$ cat src/rtl/button_event.sv
// button_event: turns a debounced button level into press, release, short,
// long and auto-repeat single-cycle events plus a held level.
module button_event #(
    parameter int LONG_CYCLES   = 25_000_000,
    parameter int REPEAT_CYCLES = 5_000_000,
    parameter bit REPEAT_EN     = 1'b1,
    parameter int CNT_W         = 25
) (
    input  logic clk,
    input  logic rst,
    input  logic in,
    output logic press_pulse,
    output logic release_pulse,
    output logic short_press,
    output logic long_press,
    output logic repeat_pulse,
    output logic held
);
    typedef enum logic [1:0] {ARM, IDLE, PRESSED, HELD} state_t;
    localparam logic [CNT_W-1:0] LONG_T = CNT_W'(LONG_CYCLES - 1);
    localparam logic [CNT_W-1:0] REP_T  = CNT_W'(REPEAT_CYCLES - 1);
    state_t           state_q;
    logic [CNT_W-1:0] cnt_q;
    // ARM waits for an unpressed sample so a button held through reset never fires
    always_ff @(posedge clk or posedge rst) begin
        if (rst) begin
            state_q       <= ARM;
            cnt_q         <= '0;
            press_pulse   <= 1'b0;
            release_pulse <= 1'b0;
            short_press   <= 1'b0;
            long_press    <= 1'b0;
            repeat_pulse  <= 1'b0;
            held          <= 1'b0;
        end else begin
            press_pulse   <= 1'b0;
            release_pulse <= 1'b0;
            short_press   <= 1'b0;
            long_press    <= 1'b0;
            repeat_pulse  <= 1'b0;
            held          <= 1'b0;
            case (state_q)
                ARM: begin
                    cnt_q <= '0;
                    if (!in) state_q <= IDLE;
                end
                IDLE: begin
                    cnt_q <= '0;
                    if (in) begin
                        press_pulse <= 1'b1;
                        held        <= 1'b1;
                        state_q     <= PRESSED;
                    end
                end
                PRESSED: begin
                    held <= 1'b1;
                    if (!in) begin
                        release_pulse <= 1'b1;
                        short_press   <= 1'b1;
                        state_q       <= IDLE;
                        cnt_q         <= '0;
                    end else if (cnt_q == LONG_T) begin
                        long_press <= 1'b1;
                        state_q    <= HELD;
                        cnt_q      <= '0;
                    end else begin
                        cnt_q <= cnt_q + 1'b1;
                    end
                end
                HELD: begin
                    held <= 1'b1;
                    if (!in) begin
                        release_pulse <= 1'b1;
                        state_q       <= IDLE;
                        cnt_q         <= '0;
                    end else if (cnt_q == REP_T) begin
                        repeat_pulse <= REPEAT_EN;
                        cnt_q        <= '0;
                    end else begin
                        cnt_q <= cnt_q + 1'b1;
                    end
                end
                default: begin
                    state_q <= ARM;
                    cnt_q   <= '0;
                end
            endcase
        end
    end
endmodule

$ cat config.mk
export PLATFORM = sky130hd
export DESIGN_NAME = button_event
export DESIGN_NICKNAME = d
export VERILOG_FILES = /design/src/rtl/button_event.sv
export SDC_FILE = /design/constraint.sdc
export NUM_CORES = 1
export LEC_CHECK = 0
export CAP_MARGIN = 20
export CORE_UTILIZATION = 55
export CTS_BUF_LIST = sky130_fd_sc_hd__clkbuf_4
export CTS_CLUSTER_SIZE = 8
export DETAILED_ROUTE_END_ITERATION = 6
export MAX_ROUTING_LAYER = met4
export PLACE_DENSITY_LB_ADDON = 0.05
export SKIP_LAST_GASP = 1
export SLEW_MARGIN = 40
export SYNTH_ARGS = -nofsm -noshare
export SYNTH_HDL_FRONTEND = slang
export SYNTH_SLANG_ARGS = --single-unit
$ cat constraint.sdc
create_clock -name clk -period 1.69 [get_ports clk]
set_input_delay 0.2535 -clock clk [delete_from_list [all_inputs] [get_ports clk]]
set_output_delay 0.2535 -clock clk [all_outputs]
set_load 0.005 [all_outputs]
-- Word-level counts from Yosys, hierarchy flattened
Cells that the tools add are included.
- flip-flop bits (word level): 33
- output and inout port bits: 6
- logic and storage cells: 44
- add/subtract/negate cells: 1
- muxes and demuxes: 22
- eq/ne operators: 8
- reductions and logical operators: 5
- operators with widths (operator ; count):
    $mux 25 ; 4
    $pmux 25 s3 ; 1
    $add 25x1->25 const B ; 1
    $eq 25x23->1 const B ; 1
    $eq 25x25->1 const B ; 1
    $mux 1 ; 11
    $mux 2 ; 4
    $pmux 2 s3 ; 1
    $reduce_or 2->1 ; 3
    $eq 2x2->1 const B ; 2
    $ne 2x2->1 const B ; 2
    $ne 3x3->1 const B ; 1
    $reduce_and 3->1 ; 1
    $eq 2x1->1 const B ; 1
    $logic_not 2->1 ; 1
    $pmux 1 s2 ; 1

-- Logic depth before layout (Yosys ltp)
Gate-level depths: netlist of run 1.
- word-level depth: 4
- depth in mapped cells: 7

-- Worst setup path after synthesis of run 1
Ideal clock, no wire load.
- path kind: reg-to-reg
- start: register cnt_q[0]
- end: register cnt_q[15]
- data required time: 1.571 ns
- data arrival time: 1.661 ns
- cell stages (with the launch flop): 8
- slack: -0.089 ns
- cell sequence: dfrtp_1 -> ha_1 -> and4_1 -> nand4_1 -> nor4_2 -> o22a_2 -> buf_6 -> nor2_1
- longest elaborated chain between the ends: 4
- elaborated cells on any way between the ends: 8
- classes of those cells: add/sub: 1; eq/ne: 2; mux: 5
- ends and longest elaborated chain (what ; line ; RTL):
    start, declared ; 23 ; logic [CNT_W-1:0] cnt_q;
    start signal, assigned ; 67 ; cnt_q <= cnt_q + 1'b1;
    start signal, assigned ; 80 ; cnt_q <= cnt_q + 1'b1;
    $add 25x1->25 (tied with other cells) ; 67, 80 ;
    $mux 25, on equally long branches ; 76, 62 ;
    $mux 25, on equally long branches ; 72, 57 ;
    $pmux 25 s3 * ; 42 ; case (state_q)
Mark *: on every way between the ends. The rest lies on a longest branch, timed or not.
A chain may end at the register's enable or synchronous reset.

-- Worst setup path after layout of run 1
Same ends and word-level chain as after synthesis.

==> summary.md, run 1 <==
| Metric | Value |
|---|---|
| Outcome | finished with violations |
| Failing checks | negative setup slack |
| Crit path kind | register to register |
| DRT iter0 DRCs | 52 |
| Placer Congestion | 0.836 |
| CTS Buf Count | 5 |
| H-tree level count | 2 |
| Final hold viol count | 0 |
| Vias | 1273 |
| Yosys top cell area share | 50.6% |
| Asr flop ratio synth | 100% |
| Area Growth Syn to Fin | 23.5% |
| Final Slew Violations | 0 |
| Worst path cell trace | ha_2, and4_4, nand4_1, nor4_4, o22a_2, buf_12, nor2_1 |
| Reg clk slew, reported paths | 0.10 ns |
| Fin worst setup slack | -0.0907 ns |
| CP max stage delay | 0.36 ns |
| Final core occ | 72.5% |
| Worst slew pin tran | 0.414 ns |
| Antenna violations before repair | 0 |
| Post-synth top cells | dfrtp_1, nor2_1, xnor2_1 |
| Netlist Area Pre-Place | 1630 um2 |
| First-pass GRT wire length | 5600 um |
| Pleak | 0.913 nW |
| Syn Inst Count | 160 |
| Switching Power | 0.000635 W |
| Synthesized Nets | 168 |
| Min Hold Slack | 0.306 ns |
| Root buffer cell | clkbuf_4 |
| Port bufs | 8 |
| Clk_skew | 0.00853 ns |
| DP HPWL | 2310 um |
| Non-Filler Instances | 227 |
| Pre-CTS WS | -0.0561 ns |
| Cell variety after synth | 29 |
| CTS tree | built |
| DR pass1 iterations | 4 |
| Register area share after synthesis | 50.6% |
| Combined area of the multi-input logic cells | 806 um2 |
| Seq pwr share | 46.3% |
| Worst VDD drop | 1060 uV |
| Number of global-route vias before repair | 1248 |
| Cell type with the largest total area after synthesis | dfrtp_1 |
| Slowest cell on the critical path | dfrtp_1 |
| Io pins | 9 |
| Nets | 205 |
| Post-Place Cells | 218 |
| Logic pwr share | 33.5% |
| Final worst path period need | 1.78 ns |
| Top_reg_cell synth | dfrtp_1 |
| Power density over cell area | 970 nW/um2 |
| Max Clk Rate | 562 MHz |
| Mean Syn Cell Area | 10.2 um2 |
| Std cell rows | 19 |
| Cell family with most CP delay | simple AND/OR/NAND/NOR gates |
| Sw Share | 32.5% |
| Int Power | 0.00132 W |
| Clk_lat worst skew | 0.33 ns |
| Filler Cells Inserted | 226 |
| Share of post-route cells with drive strength above 1 | 22.4% |
| Final wirelength | 3350 um |
| Drt drc | 0 |
| Die Height | 56.5 um |
| Flops & latches, synth | 33 |
| ANT nets after route | 0 |
| # clock sinks | 33 |
| Die Footprint | 3190 um2 |
| Largest net degree at the start of global routing | 34 |
| Initial Util | 58.7% |
| Hold WC Path Type | input pin to asynchronous set/reset pin |
| Worst Path Required | 1.91 ns |
| FF+latch area | 826 um2 |
| DIE WIDTH | 56.5 um |
| CP bufs+invs | 1 |
| Period utilization | 105% |
| CORE AREA | 2780 um2 |
| Count leader, synth | dfrtp_1 |
| Final Total Pwr | 0.00195 W |
| GRT overflow | 0 |
| Slew headroom | 72.4% |
| Clock share of power | 20.2% |
| Crit path max fanout | 25 |
| Crit path launch type | register |
| WP data arrival | 2.00 ns |
| # setup viols final | 25 |
| Post-synth EDFFs | 0 |
| CTS Buffer Depth | 2 |
| Gr usage total | 24.0% |
| Max Cap Violations | 0 |
| Yosys warns | 0 |
| Antenna Cells | 0 |
| Critical Path Sink Type | register |
| Vias per inst | 5.61 |
| DR WL/cell | 14.7 um |
| Synth area leaders | dfrtp_1, nor2_1, xnor2_1 |
| RSZ-0062 raised after global routing | yes |
## layout make-up
| class | instances | share of cell area, % |
|---|---|---|
| multi-input cells | 118 | 40.0 |
| flip-flops and latches | 33 | 41.0 |
| well taps | 31 | 1.92 |
| repair buffers | 33 | 13.9 |
| clock inverters | 1 | 0.248 |
| inverters | 6 | 1.12 |
| clock buffers | 5 | 1.86 |
## layout by cell type (no fill, tap or decap), types with 2 or more instances in the layout
| cell type | count |
|---|---|
| dfrtp_1 | 33 |
| nor2_1 | 31 |
| buf_4 | 24 |
| xnor2_1 | 12 |
| xor2_1 | 11 |
| nand2_1 | 10 |
| nand3_1 | 8 |
| clkdlybuf4s50_1 | 8 |
| inv_1 | 6 |
| nand4_1 | 6 |
| and3_1 | 6 |
| nor3_1 | 5 |
| clkbuf_4 | 5 |
| and4_1 | 4 |
| ha_1 | 4 |
| nor4b_2 | 2 |
| or3_1 | 2 |
| o2bb2ai_2 | 2 |
## metrics by stage
stage                     cell area [um2]  setup TNS [ns]
final                                2020           -1.68
after global routing                 2020           -4.20
after CTS                            1970          -0.323
after detailed placement             1900           -1.24
after global placement               1900          -0.625
after floorplan                      1630               0
## metal layers
layer,global-route usage (%),vias to the layer above,wire [um]
met5,-,-,0
met4,9.41,0,47
met3,4.84,5,119
met2,37.6,21,1630
met1,30.8,629,1550
li1,-,618,-
## worst reg2reg max path, delay by kind of cell, from the launching register on
family	cells	cell delay, ns
DFF	1	0.36
buffers and inverters	1	0.16
adders and majority gates	1	0.18
and+or+nand+nor	4	0.76
AOI/OAI and AO/OA	1	0.21
## cells by family (layout without fill, tap and decap cells)
| group | Yosys count | in the layout | share of synthesized area (%) |
|---|---|---|---|
| buffers and inverters | 9 | 45 | 2.99 |
| adder cells (fa/ha/maj) | 5 | 5 | 3.83 |
| AO/OA/AOI/OAI | 7 | 7 | 3.37 |
| XOR/XNOR | 23 | 23 | 12.3 |
| AND/OR/NAND/NOR | 83 | 83 | 26.8 |
| flip-flops | 33 | 33 | 50.6 |
## registers in the layout (all words and copies together) (netlist names)
| register | flops |
|---|---|
| cnt_q | 25 |
| held | 1 |
| long_press | 1 |
| press_pulse | 1 |
| release_pulse | 1 |
| repeat_pulse | 1 |
| short_press | 1 |
| state_q | 2 |
## repair_timing
item                                    CTS  global route
hold buffers                              0             0
buffers inserted                          0             3
endpoints found under the setup margin   25            27
gates resized for setup                   4             7
pin swaps                                 1             5
## power by group through the flow
stage	combinational (W)	clock (W)	sequential, W
2_1_floorplan	0.000369	0	0.000924
3_3_place_gp	0.000552	0	0.000915
3_5_place_dp	0.000582	0	0.000919
4_1_cts	0.000584	0.000405	0.000905
5_1_grt	0.000732	0.000432	0.000914
6_report	0.000655	0.000395	0.000904
## path summary, 6_finish.rpt
check	start	to	slack, ns	depth (start not counted)
worst max-delay path	cnt_q[0]	cnt_q[15]	-0.09	7
worst min-delay path	rst	cnt_q[19]	0.31	3
worst max register to register	cnt_q[0]	cnt_q[15]	-0.09	7
worst min register to register	cnt_q[21]	cnt_q[21]	0.58	2
max in group asynchronous	rst	cnt_q[16]	1.08	3
min in group clk	cnt_q[21]	cnt_q[21]	0.58	2
No activity file was read; power rests on OpenSTA's default activity.
==> run 2, diff against run 1 <==
- CTS_CLUSTER_DIAMETER: not set -> 200
==> results of run 2 <==
Final layout, timing and power as in run 1 (identical DEF).
